<file path="src/rtl/uart_rx_fifo.sv">
// uart_rx_fifo: oversampling UART receiver with majority-voted mid-bit
// sampling, feeding a show-ahead RX FIFO that stores {frame_err, parity_err}
// alongside each word.
// Optional break detection is compiled in with `define UART_RX_BREAK_DET_EN.
module uart_rx_fifo #(
   parameter int unsigned DATA_WIDTH = 8,
   parameter int unsigned FIFO_DEPTH = 16,
   parameter int unsigned OVERSAMPLE = 16
) (
   input  logic                          clk,
   input  logic                          rst_n,
   input  logic [15:0]                   baud_div,
   input  logic [1:0]                    parity_mode,
   input  logic                          stop_bits,
   input  logic                          uart_rx,
   input  logic                          rd_en,
   input  logic                          overrun_clr,
   output logic                          rd_valid,
   output logic [DATA_WIDTH-1:0]         rd_data,
   output logic [1:0]                    rd_status,
   output logic [$clog2(FIFO_DEPTH):0]   fifo_count,
   output logic                          overrun,
   output logic                          break_det
);

   localparam int unsigned AW = $clog2(FIFO_DEPTH);
   localparam int unsigned CW = AW + 1;
   localparam int unsigned SW = $clog2(OVERSAMPLE);
   localparam int unsigned BW = $clog2(DATA_WIDTH);
   localparam int unsigned EW = DATA_WIDTH + 2;

   localparam logic [SW-1:0] SC_A     = SW'(OVERSAMPLE/2 - 1);
   localparam logic [SW-1:0] SC_B     = SW'(OVERSAMPLE/2);
   localparam logic [SW-1:0] SC_DEC   = SW'(OVERSAMPLE/2 + 1);
   localparam logic [SW-1:0] SC_END   = SW'(OVERSAMPLE - 1);
   localparam logic [BW-1:0] BIT_LAST = BW'(DATA_WIDTH - 1);
   localparam logic [CW-1:0] CNT_FULL = CW'(FIFO_DEPTH);

   typedef enum logic [2:0] {
      IDLE     = 3'd0,
      START    = 3'd1,
      DATA     = 3'd2,
      PARITY   = 3'd3,
      STOP1    = 3'd4,
      STOP2    = 3'd5
`ifdef UART_RX_BREAK_DET_EN
      ,BRK_WAIT = 3'd6
`endif
   } state_t;

   state_t                state, state_n;
   logic                  rx_meta, rxs, rxs_d, fall;
   logic [15:0]           tcnt, div_m1;
   logic                  tick;
   logic [SW-1:0]         sc;
   logic                  s_a, s_b, vote;
   logic                  at_a, at_b, at_dec, at_end;
   logic [DATA_WIDTH-1:0] shift;
   logic [BW-1:0]         bidx;
   logic                  perr, ferr, ferr_final;
   logic                  par_en, final_c, push_c;
   logic [EW-1:0]         push_word;
`ifdef UART_RX_BREAK_DET_EN
   logic                  par_bit, brk_q, brk_now, brk_final, brk_c;
`endif

   logic [EW-1:0]         mem [FIFO_DEPTH];
   logic [AW-1:0]         wr_ptr, rd_ptr;
   logic                  do_pop, do_push, full, ovr_set;
   logic [CW-1:0]         count_n;
   logic [EW-1:0]         head_n;

   // Two-stage synchroniser plus edge register; all idle high.
   always_ff @(posedge clk or negedge rst_n) begin
      if (!rst_n) begin
         rx_meta <= 1'b1;
         rxs     <= 1'b1;
         rxs_d   <= 1'b1;
      end else begin
         rx_meta <= uart_rx;
         rxs     <= rx_meta;
         rxs_d   <= rxs;
      end
   end

   assign fall   = rxs_d & ~rxs;
   assign div_m1 = (baud_div == 16'd0) ? 16'd0 : baud_div - 16'd1;
   assign tick   = (tcnt >= div_m1);

   // Free-running sample-tick divider.
   always_ff @(posedge clk or negedge rst_n) begin
      if (!rst_n) tcnt <= 16'd0;
      else        tcnt <= tick ? 16'd0 : tcnt + 16'd1;
   end

   assign at_a       = (sc == SC_A);
   assign at_b       = (sc == SC_B);
   assign at_dec     = (sc == SC_DEC);
   assign at_end     = (sc == SC_END);
   assign vote       = (s_a & s_b) | (s_a & rxs) | (s_b & rxs);
   assign par_en     = (parity_mode == 2'd1) || (parity_mode == 2'd2);
   assign final_c    = tick && at_dec &&
                       (((state == STOP1) && !stop_bits) || (state == STOP2));
   assign ferr_final = (state == STOP2) ? (ferr | ~vote) : ~vote;
   assign push_word  = {ferr_final, perr, shift};
`ifdef UART_RX_BREAK_DET_EN
   assign brk_now    = (shift == '0) && !(par_en && par_bit) && !vote;
   assign brk_final  = (state == STOP2) ? brk_q : brk_now;
`endif

   // FSM state register.
   always_ff @(posedge clk or negedge rst_n) begin
      if (!rst_n) state <= IDLE;
      else        state <= state_n;
   end

   // FSM next-state logic.
   always_comb begin
      state_n = state;
      case (state)
         IDLE:   if (fall) state_n = START;
         START:  if (tick) begin
                    if (at_dec && vote) state_n = IDLE;
                    else if (at_end)    state_n = DATA;
                 end
         DATA:   if (tick && at_end && (bidx == BIT_LAST))
                    state_n = par_en ? PARITY : STOP1;
         PARITY: if (tick && at_end) state_n = STOP1;
         STOP1,
         STOP2:  begin
                    if (final_c) begin
`ifdef UART_RX_BREAK_DET_EN
                       state_n = brk_final ? BRK_WAIT : IDLE;
`else
                       state_n = IDLE;
`endif
                    end else if ((state == STOP1) && tick && at_end && stop_bits) begin
                       state_n = STOP2;
                    end
                 end
`ifdef UART_RX_BREAK_DET_EN
         BRK_WAIT: if (tick && rxs && at_end) state_n = IDLE;
`endif
         default: state_n = IDLE;
      endcase
   end

   // FSM outputs: push or break strobe at the final stop-bit decision.
   always_comb begin
      push_c = 1'b0;
`ifdef UART_RX_BREAK_DET_EN
      brk_c  = 1'b0;
      if (final_c) begin
         brk_c  = brk_final;
         push_c = !brk_final;
      end
`else
      push_c = final_c;
`endif
   end

   // Bit-timing counter, vote samples and frame assembly.
   always_ff @(posedge clk or negedge rst_n) begin
      if (!rst_n) begin
         sc    <= '0;
         s_a   <= 1'b1;
         s_b   <= 1'b1;
         shift <= '0;
         bidx  <= '0;
         perr  <= 1'b0;
         ferr  <= 1'b0;
`ifdef UART_RX_BREAK_DET_EN
         par_bit <= 1'b0;
         brk_q   <= 1'b0;
`endif
      end else if (state == IDLE) begin
         if (fall) begin
            sc   <= '0;
            bidx <= '0;
            perr <= 1'b0;
            ferr <= 1'b0;
`ifdef UART_RX_BREAK_DET_EN
            brk_q <= 1'b0;
`endif
         end
      end else if (tick) begin
         sc <= at_end ? '0 : sc + SW'(1);
         if (at_a) s_a <= rxs;
         if (at_b) s_b <= rxs;
         if (at_dec) begin
            case (state)
               DATA:   shift <= {vote, shift[DATA_WIDTH-1:1]};
               PARITY: begin
`ifdef UART_RX_BREAK_DET_EN
                  par_bit <= vote;
`endif
                  perr <= (parity_mode == 2'd1) ? ((^shift) != vote)
                                                : ((~(^shift)) != vote);
               end
               STOP1:  begin
                  ferr <= ~vote;
`ifdef UART_RX_BREAK_DET_EN
                  brk_q <= brk_now;
`endif
               end
               default: ;
            endcase
         end
         if (at_end && (state == DATA)) bidx <= bidx + BW'(1);
`ifdef UART_RX_BREAK_DET_EN
         // BRK_WAIT counts consecutive high ticks; any low restarts it.
         if (final_c && brk_final)            sc <= '0;
         if ((state == BRK_WAIT) && !rxs)     sc <= '0;
`endif
      end
   end

   assign do_pop  = rd_en && (fifo_count != '0);
   assign full    = (fifo_count == CNT_FULL);
   assign do_push = push_c && (!full || do_pop);
   assign ovr_set = push_c && full && !do_pop;
   assign count_n = fifo_count + CW'(do_push) - CW'(do_pop);

   // Next show-ahead head word, bypassing the array when it is being written.
   always_comb begin
      head_n = {rd_status, rd_data};
      if (do_pop) begin
         if (fifo_count == CW'(1)) begin
            if (do_push) head_n = push_word;
         end else begin
            head_n = mem[rd_ptr + AW'(1)];
         end
      end else if (do_push && (fifo_count == '0)) begin
         head_n = push_word;
      end
   end

   // FIFO storage array.
   always_ff @(posedge clk) begin
      if (do_push) mem[wr_ptr] <= push_word;
   end

   // FIFO pointers, occupancy, registered head and sticky flags.
   always_ff @(posedge clk or negedge rst_n) begin
      if (!rst_n) begin
         wr_ptr     <= '0;
         rd_ptr     <= '0;
         fifo_count <= '0;
         rd_valid   <= 1'b0;
         rd_data    <= '0;
         rd_status  <= 2'b00;
         overrun    <= 1'b0;
         break_det  <= 1'b0;
      end else begin
         if (do_push) wr_ptr <= wr_ptr + AW'(1);
         if (do_pop)  rd_ptr <= rd_ptr + AW'(1);
         fifo_count <= count_n;
         rd_valid   <= (count_n != '0);
         {rd_status, rd_data} <= head_n;
         if (ovr_set)          overrun <= 1'b1;
         else if (overrun_clr) overrun <= 1'b0;
`ifdef UART_RX_BREAK_DET_EN
         break_det <= brk_c;
`else
         break_det <= 1'b0;
`endif
      end
   end

endmodule

</file>
<file path="config.mk">
export PLATFORM = sky130hd
export DESIGN_NAME = uart_rx_fifo
export DESIGN_NICKNAME = d
export VERILOG_FILES = /design/src/rtl/uart_rx_fifo.sv
export SDC_FILE = /design/constraint.sdc
export NUM_CORES = 1
export LEC_CHECK = 0
export CAP_MARGIN = 10
export CORE_MARGIN = 2
export CORE_UTILIZATION = 62
export DETAILED_ROUTE_END_ITERATION = 6
export PLACE_DENSITY = 0.93
export SYNTH_ARGS = -nofsm -noshare
export SYNTH_HDL_FRONTEND = slang
export SYNTH_SLANG_ARGS = --single-unit
</file>
<file path="constraint.sdc">
create_clock -name clk -period 8.9 [get_ports clk]
set_input_delay 1.335 -clock clk [delete_from_list [all_inputs] [get_ports clk]]
set_output_delay 1.335 -clock clk [all_outputs]
set_load 0.01 [all_outputs]
</file>
* Yosys cells after proc, flatten, opt, wreduce, memory -nomap -nowiden
Memories as Yosys holds them, arrays and structs flattened.
Cells that the tools add are included.
** Storage, ports and cells
- Word-level logic and storage cells :: 146
- Bits of input ports :: 24
- Memories kept :: 1
- Bits in writable memories :: 160
- Output and inout port bits :: 18
- Flip-flop bits (word level) :: 66
** Memories
- mem :: depth 16, bits a word 10, read ports 1, clocked after Yosys merged registers in 0, wr ports 1, line 67 : logic [EW-1:0] mem [FIFO_DEPTH];
** Cells by class
- Bitwise gates (word level) :: 11
- Magnitude comparators :: 1
- Eq/ne operators :: 23
- Multiplexer cells :: 39
- Reductions and logical operators :: 44
- Add/sub/neg operators :: 8
** Operators by type and width (count)
- $mux W10 :: 4
- $mux W3 :: 13
- $mux W16 :: 2
- $add A16 B1 Y16 const B :: 1
- $ge A16 B16 Y1 :: 1
- $logic_not A16 Y1 :: 1
- $mux W4 :: 4
- $sub A16 B1 Y16 const B :: 1
- $logic_and A1 B1 Y1 :: 15
- $mux W1 :: 15
- $pmux W3 S5 :: 1
- $reduce_bool A2 Y1 :: 7
- $add A4 B1 Y4 const B :: 3
- $eq A4 B4 Y1 const B :: 3
- $reduce_and A4 Y1 :: 3
- $reduce_bool A5 Y1 :: 2
- $eq A3 B3 Y1 const B :: 3
- $ne A3 B3 Y1 const B :: 3
- $reduce_and A3 Y1 :: 3
- $ne A2 B2 Y1 const B :: 4
- $reduce_xor A8 Y1 :: 1
- $eq A3 B2 Y1 const B :: 2
- $reduce_and A6 Y1 :: 1
- $add A5 B1 Y5 :: 1
- other kinds (18) :: 32

* Depth between registers and ports, before layout
- Depth in word-level cells :: 9
- Gate-level depth with buffers :: 21
- Depth with buffers taken out :: 20

* Worst setup path before layout
No wires, ideal clock.
- Path kind :: input port to flip-flop
- Start point :: in baud_div[4]
- End point :: reg rd_valid
- Slack :: 3.096 ns
- Path buffers :: 2
- Cell stages on the path :: 21
- Arrival time :: 5.680 ns
- Setup time :: 0.124 ns
- Data required time :: 8.776 ns
- Cells stage by stage :: or3_1 nor3_1 nand2_1 or4_1 clkbuf_1 clkbuf_1 nand2_1 ha_1 nand4_2 or4_4 o32ai_4 o211ai_4 nand2_1 o21ai_0 ha_1 fa_1 a21oi_1 o21bai_1 xnor2_1 nor2_1 nand2_1
** On the way
- Cells in the longest elaborated chain, start to end :: 9
** RTL lines
- from (decl) :: line 12 : input logic [15:0] baud_div,
- $sub A16 B1 Y16 / $logic_not A16 Y1 (equally long branches) :: line 87 : assign div_m1 = (baud_div == 16'd0) ? 16'd0 : baud_div - 16'd1;
- $mux W16 * :: line 87
- $ge A16 B16 Y1 * :: line 88 : assign tick = (tcnt >= div_m1);
- $logic_and A1 B1 Y1 * (2 in a row) :: line 102 : assign final_c = tick && at_dec &&
- $logic_and A1 B1 Y1 * :: line 220 : assign do_push = push_c && (!full || do_pop);
- $add A5 B1 Y5 * :: line 222 : assign count_n = fifo_count + CW'(do_push) - CW'(do_pop);
- $sub A5 B1 Y5 * :: line 222
- via count_n[4] :: line 70 : logic [CW-1:0] count_n;
- $reduce_bool A5 Y1 * :: line 258 : rd_valid <= (count_n != '0);
- to (signal assigned) :: line 258
- to (decl) :: line 18 : output logic rd_valid,
Mark *: on every way through the listed nets, which the timed path passes. The rest lies on a longest branch.
A chain may end at the register's enable or synchronous reset.

* Worst setup path in the final report
Same ends and word-level chain as after synthesis.

==> impl.org <==
** Clock tree
- For the worst-skew pair, the clock arrives at the later sink with an insertion delay of 520 ps.
- The tree is rooted in a clkbuf_16.
- Quantity of hold-fixing buffers added after cts :: 0
- Clock tree synthesis found a total of 226 sinks.
- H-tree lvl count :: 1
- Number of CTS-inserted buffers :: 23
- Resized cells post-CTS :: 0
- TritonCTS clock tree :: done
- In this run the deepest clock path goes through 3 buffers.
- Clock-pin slew reported for the worst setup and hold paths after clock tree synthesis :: 60 ps
- Buffers added to address setup during post-CTS repair amount to 0.

** Setup path
- Maximum net fanout on the critical path :: 16
- Category of the most critical setup path :: in2reg
- Walking the worst path, the cells encountered are clkdlybuf4s50_1 > or3_1 > nor3_1 > nand2_1 > or4_1 > nand2_1 > ha_1 > nand4_2 > or4_4 > o32ai_4 > o211ai_4 > nand2_1 > o21ai_0 > ha_1 > fa_1 > a21oi_1 > o21bai_1 > xnor2_1 > nor2_1 > nand2_1.
- Critical path depth :: 20
- Most Frequent Cell on Critical Path :: nand2_1
- In this run the worst setup path terminates at rd_valid.
- CP Data Arrival Time :: 6760 ps
- Startpoint of the lowest-slack register-to-register path :: tcnt[13]
- Timing startpoint of the critical path :: baud_div[4]
- CP Data Required Time :: 9290 ps
- On the worst path, the slowest cell contributes a delay of 730 ps.
- Crit. End Element :: register
- Destination of the worst register-to-register timing path :: rd_valid
- The worst setup path is launched from a primary input.
- Setup slack on the worst reg-to-reg path comes out at 4950 ps.
- Worst r2r path cells :: 14
- Cell class contributing the biggest share of worst-path delay :: simple AND/OR/NAND/NOR gates
- Together, buffers and inverters on the worst path number 1.
- Library cell contributing the largest single delay on the critical path :: or4_1

** Synth
- Yosys attributes the largest share of cell area to edfxtp_1 46%, dfrtp_1 15%, mux4_2 8.6%, ha_1 4.2%, nand2_1 3.2%.
- Among all cell types in the netlist, the one instantiated most often is edfxtp_1.
- The synthesized netlist devotes 5.676% of its cell area to compound gates.
- Top cell type's share of synthesized area :: 45.98%
- The number of nets handed over by synthesis was 786.
- Ranked by instance count, the synthesized netlist is headed by 160 x edfxtp_1, 90 x nand2_1, 61 x dfrtp_1, 40 x mux4_2, 40 x nor2_1.
- Proportion of synthesized flip-flops having asynchronous set or reset :: 29.20%
- Post-synthesis xor/xnor area fraction :: 4.023%
- Count of flip-flops with a built-in enable after synthesis :: 160
- Among all flip-flop cells after synthesis, the most frequent one is edfxtp_1.
- Counting every instance in the synthesized netlist gives 726.
- Most area-hungry cell type in the Yosys netlist :: edfxtp_1
- Counting flops and latches in the post-synthesis netlist gives 226.
- Summing the areas of all fa, ha and maj instances in the mapped netlist gives 4.479% of the synthesized area.
- Post-Syn Area per Cell :: 14.39 sq um
- For this run, the number of Yosys warnings is 0.
- Basic-gate share of the synthesized area counting and, or, nand and nor cells :: 10.77%
- Part of the Yosys area used for sequential elements :: 61.85%
- After synthesis the cells add up to 10450 sq um.
- The synthesized netlist contains 70 unique library cells.
- Proportion of synthesized area in mux cells :: 11.36%
- Dominant combinational cell family by area after synthesis :: multiplexers

** Power
- Static power due to leakage :: 4.522 nW
- In this run the power density over the cells is 279.9 nW/um^2.
- Sw frac :: 33.63%
- Gate power share :: 31.5%
- Sequential cells burn 40.9% of the power.
- Worst vdd rail ir drop :: 0.2213 mV
- The share of total power dissipated in the clock network is 27.6%.
- Sw power :: 0.001108 W
- Cell internal power was estimated by the tool at 0.002186 W.

** Timing
- The number of failing hold endpoints at the final stage was 0.
- The max-slew violation count was 0.
- Setup total negative slack on the finished layout was measured at 0 ps.
- Setup repair after global routing left no endpoint under its margin.
- Number of failing setup endpoints in the final timing report :: 0
- The smallest clock period supported by the final layout is computed as 6365 ps.
- The clock arrives with 16.16 ps of skew.
- F_max :: 0.1571 GHz
- At the pin with the least slew margin, the transition time is 975.0 ps.
- Post-route clock period utilization :: 71.52%
- Headroom to the max-slew limit :: 35.00%

** Cells and area
- Number of fillers in the final layout :: 973
- Registers take 6464 sq um.
- Final Util :: 71.21%
- Ratio of cells with drive above 1 in the final layout :: 16.12%
- In the final design database the tool counted 832 nets.
- The area growth from synthesis to layout is 12.62%.
- In the final layout, the multi-input gates occupy 3800 sq um.
- 0 antenna diodes ended up in the layout.

** Global routing
- First-pass GRT wire length :: 38.28 mm
- Entering global routing, the biggest net connects 67 pins.
- The via count of the first global-routing pass is 6794.
- Final global-route overflow total :: 0
- GRT Resource Usage Total :: 28.22%
- Number of antenna violations at the first check in global routing :: 0

** Placed design
- Detailed placement ended at an HPWL of 15.36 mm.
- Routability cong. :: 0.9233
- Number of buffers added on ports :: 40

** Status
- Result of the run :: finished clean

** Routing
- Number of vias per cell :: 6.537
- In this run, the number of DRC markers left after iteration 0 of detailed routing was 654.
- Remaining routing DRC violations :: 0
- Dividing the detail-routed wire length by the instance count gives 24.43 um.
- Via count :: 6589
- In this run the remaining antenna-violating nets after routing total 0.
- Count of TritonRoute iterations in the first routing pass :: 5
- Total length of routed wires :: 24.63 mm

** Floorplan
- Die height :: 133.8 um
- Floorplan die area :: 17910 sq um
- Core ar. :: 16520 sq um
- Core Rows :: 47
- Initial core utilization :: 63.23%
- Number of I/O pins :: 42
- The floorplan step set the die width to 133.8 um.

** Flow run
- Max-capacitance violation count :: 0

** Hold path
- Tightest Hold Check Type :: reg2reg
cell usage in the layout (no fill, tap or decap), types with 6 or more instances in the layout:
master,count
nand3_1,16
ha_1,35
clkdlybuf4s50_1,39
buf_4,9
and4b_1,8
nor3_1,8
edfxtp_1,160
xor2_1,25
xnor2_1,23
clkbuf_16,23
nand2_1,90
nand4_1,6
nand2b_1,9
dfrtp_1,60
a21oi_1,30
nor2_1,40
mux2_2,21
o21ai_0,7
inv_1,17
mux4_2,40
a211o_1,9
and3_1,8
per-stage QoR:
step / hold slack [ps] / area (sq um) / power [W] / setup WS, ps / std cells
4_1_cts: 364.0 / 11770 / 0.003282 / 2193 / 1008
6_report: 357.6 / 11770 / 0.003294 / 2535 / 1008
3_3_place_gp: 347.5 / 11060 / 0.002291 / 2084 / 967
5_1_grt: 364.1 / 11770 / 0.003419 / 2256 / 1008
3_5_place_dp: 356.7 / 11060 / 0.002349 / 1764 / 967
2_1_floorplan: 345.2 / 10450 / 0.002057 / 3096 / 726
state kept, by name, indices dropped and copies added (netlist names), 2 cells and up:
register	flops
rd_ptr	4
rd_data	8
rd_status	2
state	3
tcnt	16
bidx	3
mem	160
sc	4
wr_ptr	4
fifo_count	5
shift	8
final cells by class:
cell class,instances,share of cell area [%]
flip-flops and latches,226,54.93
multi-input cells,455,32.29
clock buffers,27,5.019
repair buffers,49,3.934
well taps,220,2.339
clock inverters,14,0.9463
inverters,17,0.5423
worst register-to-register path, cell delays in order, from the launching register on:
cell,delay (ps)
dfrtp_1,440
ha_1,340
nand4_2,180
or4_4,600
o32ai_4,350
o211ai_4,180
nand2_1,220
o21ai_0,170
ha_1,270
fa_1,430
a21oi_1,180
o21bai_1,90
xnor2_1,140
nor2_1,150
nand2_1,90
worst min path at each step:
stage            start  end  slack [ps]  cells past startpoint
2_1_floorplan  rx_meta  rxs         350                      0
3_3_place_gp   rx_meta  rxs         350                      0
3_5_place_dp   rx_meta  rxs         360                      0
4_1_cts        rx_meta  rxs         360                      0
5_1_grt        rx_meta  rxs         360                      0
6_report       rx_meta  rxs         360                      0
power by group through the flow:
stage	Sequential, W	Combinational (W)	Clock, W
2_1_floorplan	0.00133	0.000726	0
3_3_place_gp	0.00135	0.000942	0
3_5_place_dp	0.00136	0.000992	0
4_1_cts	0.00134	0.00103	0.000915
5_1_grt	0.00136	0.00111	0.000949
6_report	0.00135	0.00104	0.000909
cells by family (layout without fill, tap and decap cells):
kind of cell    after synthesis  count (layout)
flops                       226             226
xor+xnor                     48              48
mux                          66              66
buf+inv                      45             107
other cells                   1               1
compound gates               82              82
fa+ha+maj                    37              37
simple gates                221             221
per-layer routing:
layer / vias up / track usage (%) / routed length [um]
li1: 2827 / - / -
met1: 3272 / 35.58 / 8666
met2: 410 / 49.69 / 12800
met3: 80 / 5.820 / 2318
met4: 0 / 8.570 / 841
met5: - / 0 / 0
No activity file was read; power rests on OpenSTA's default activity.
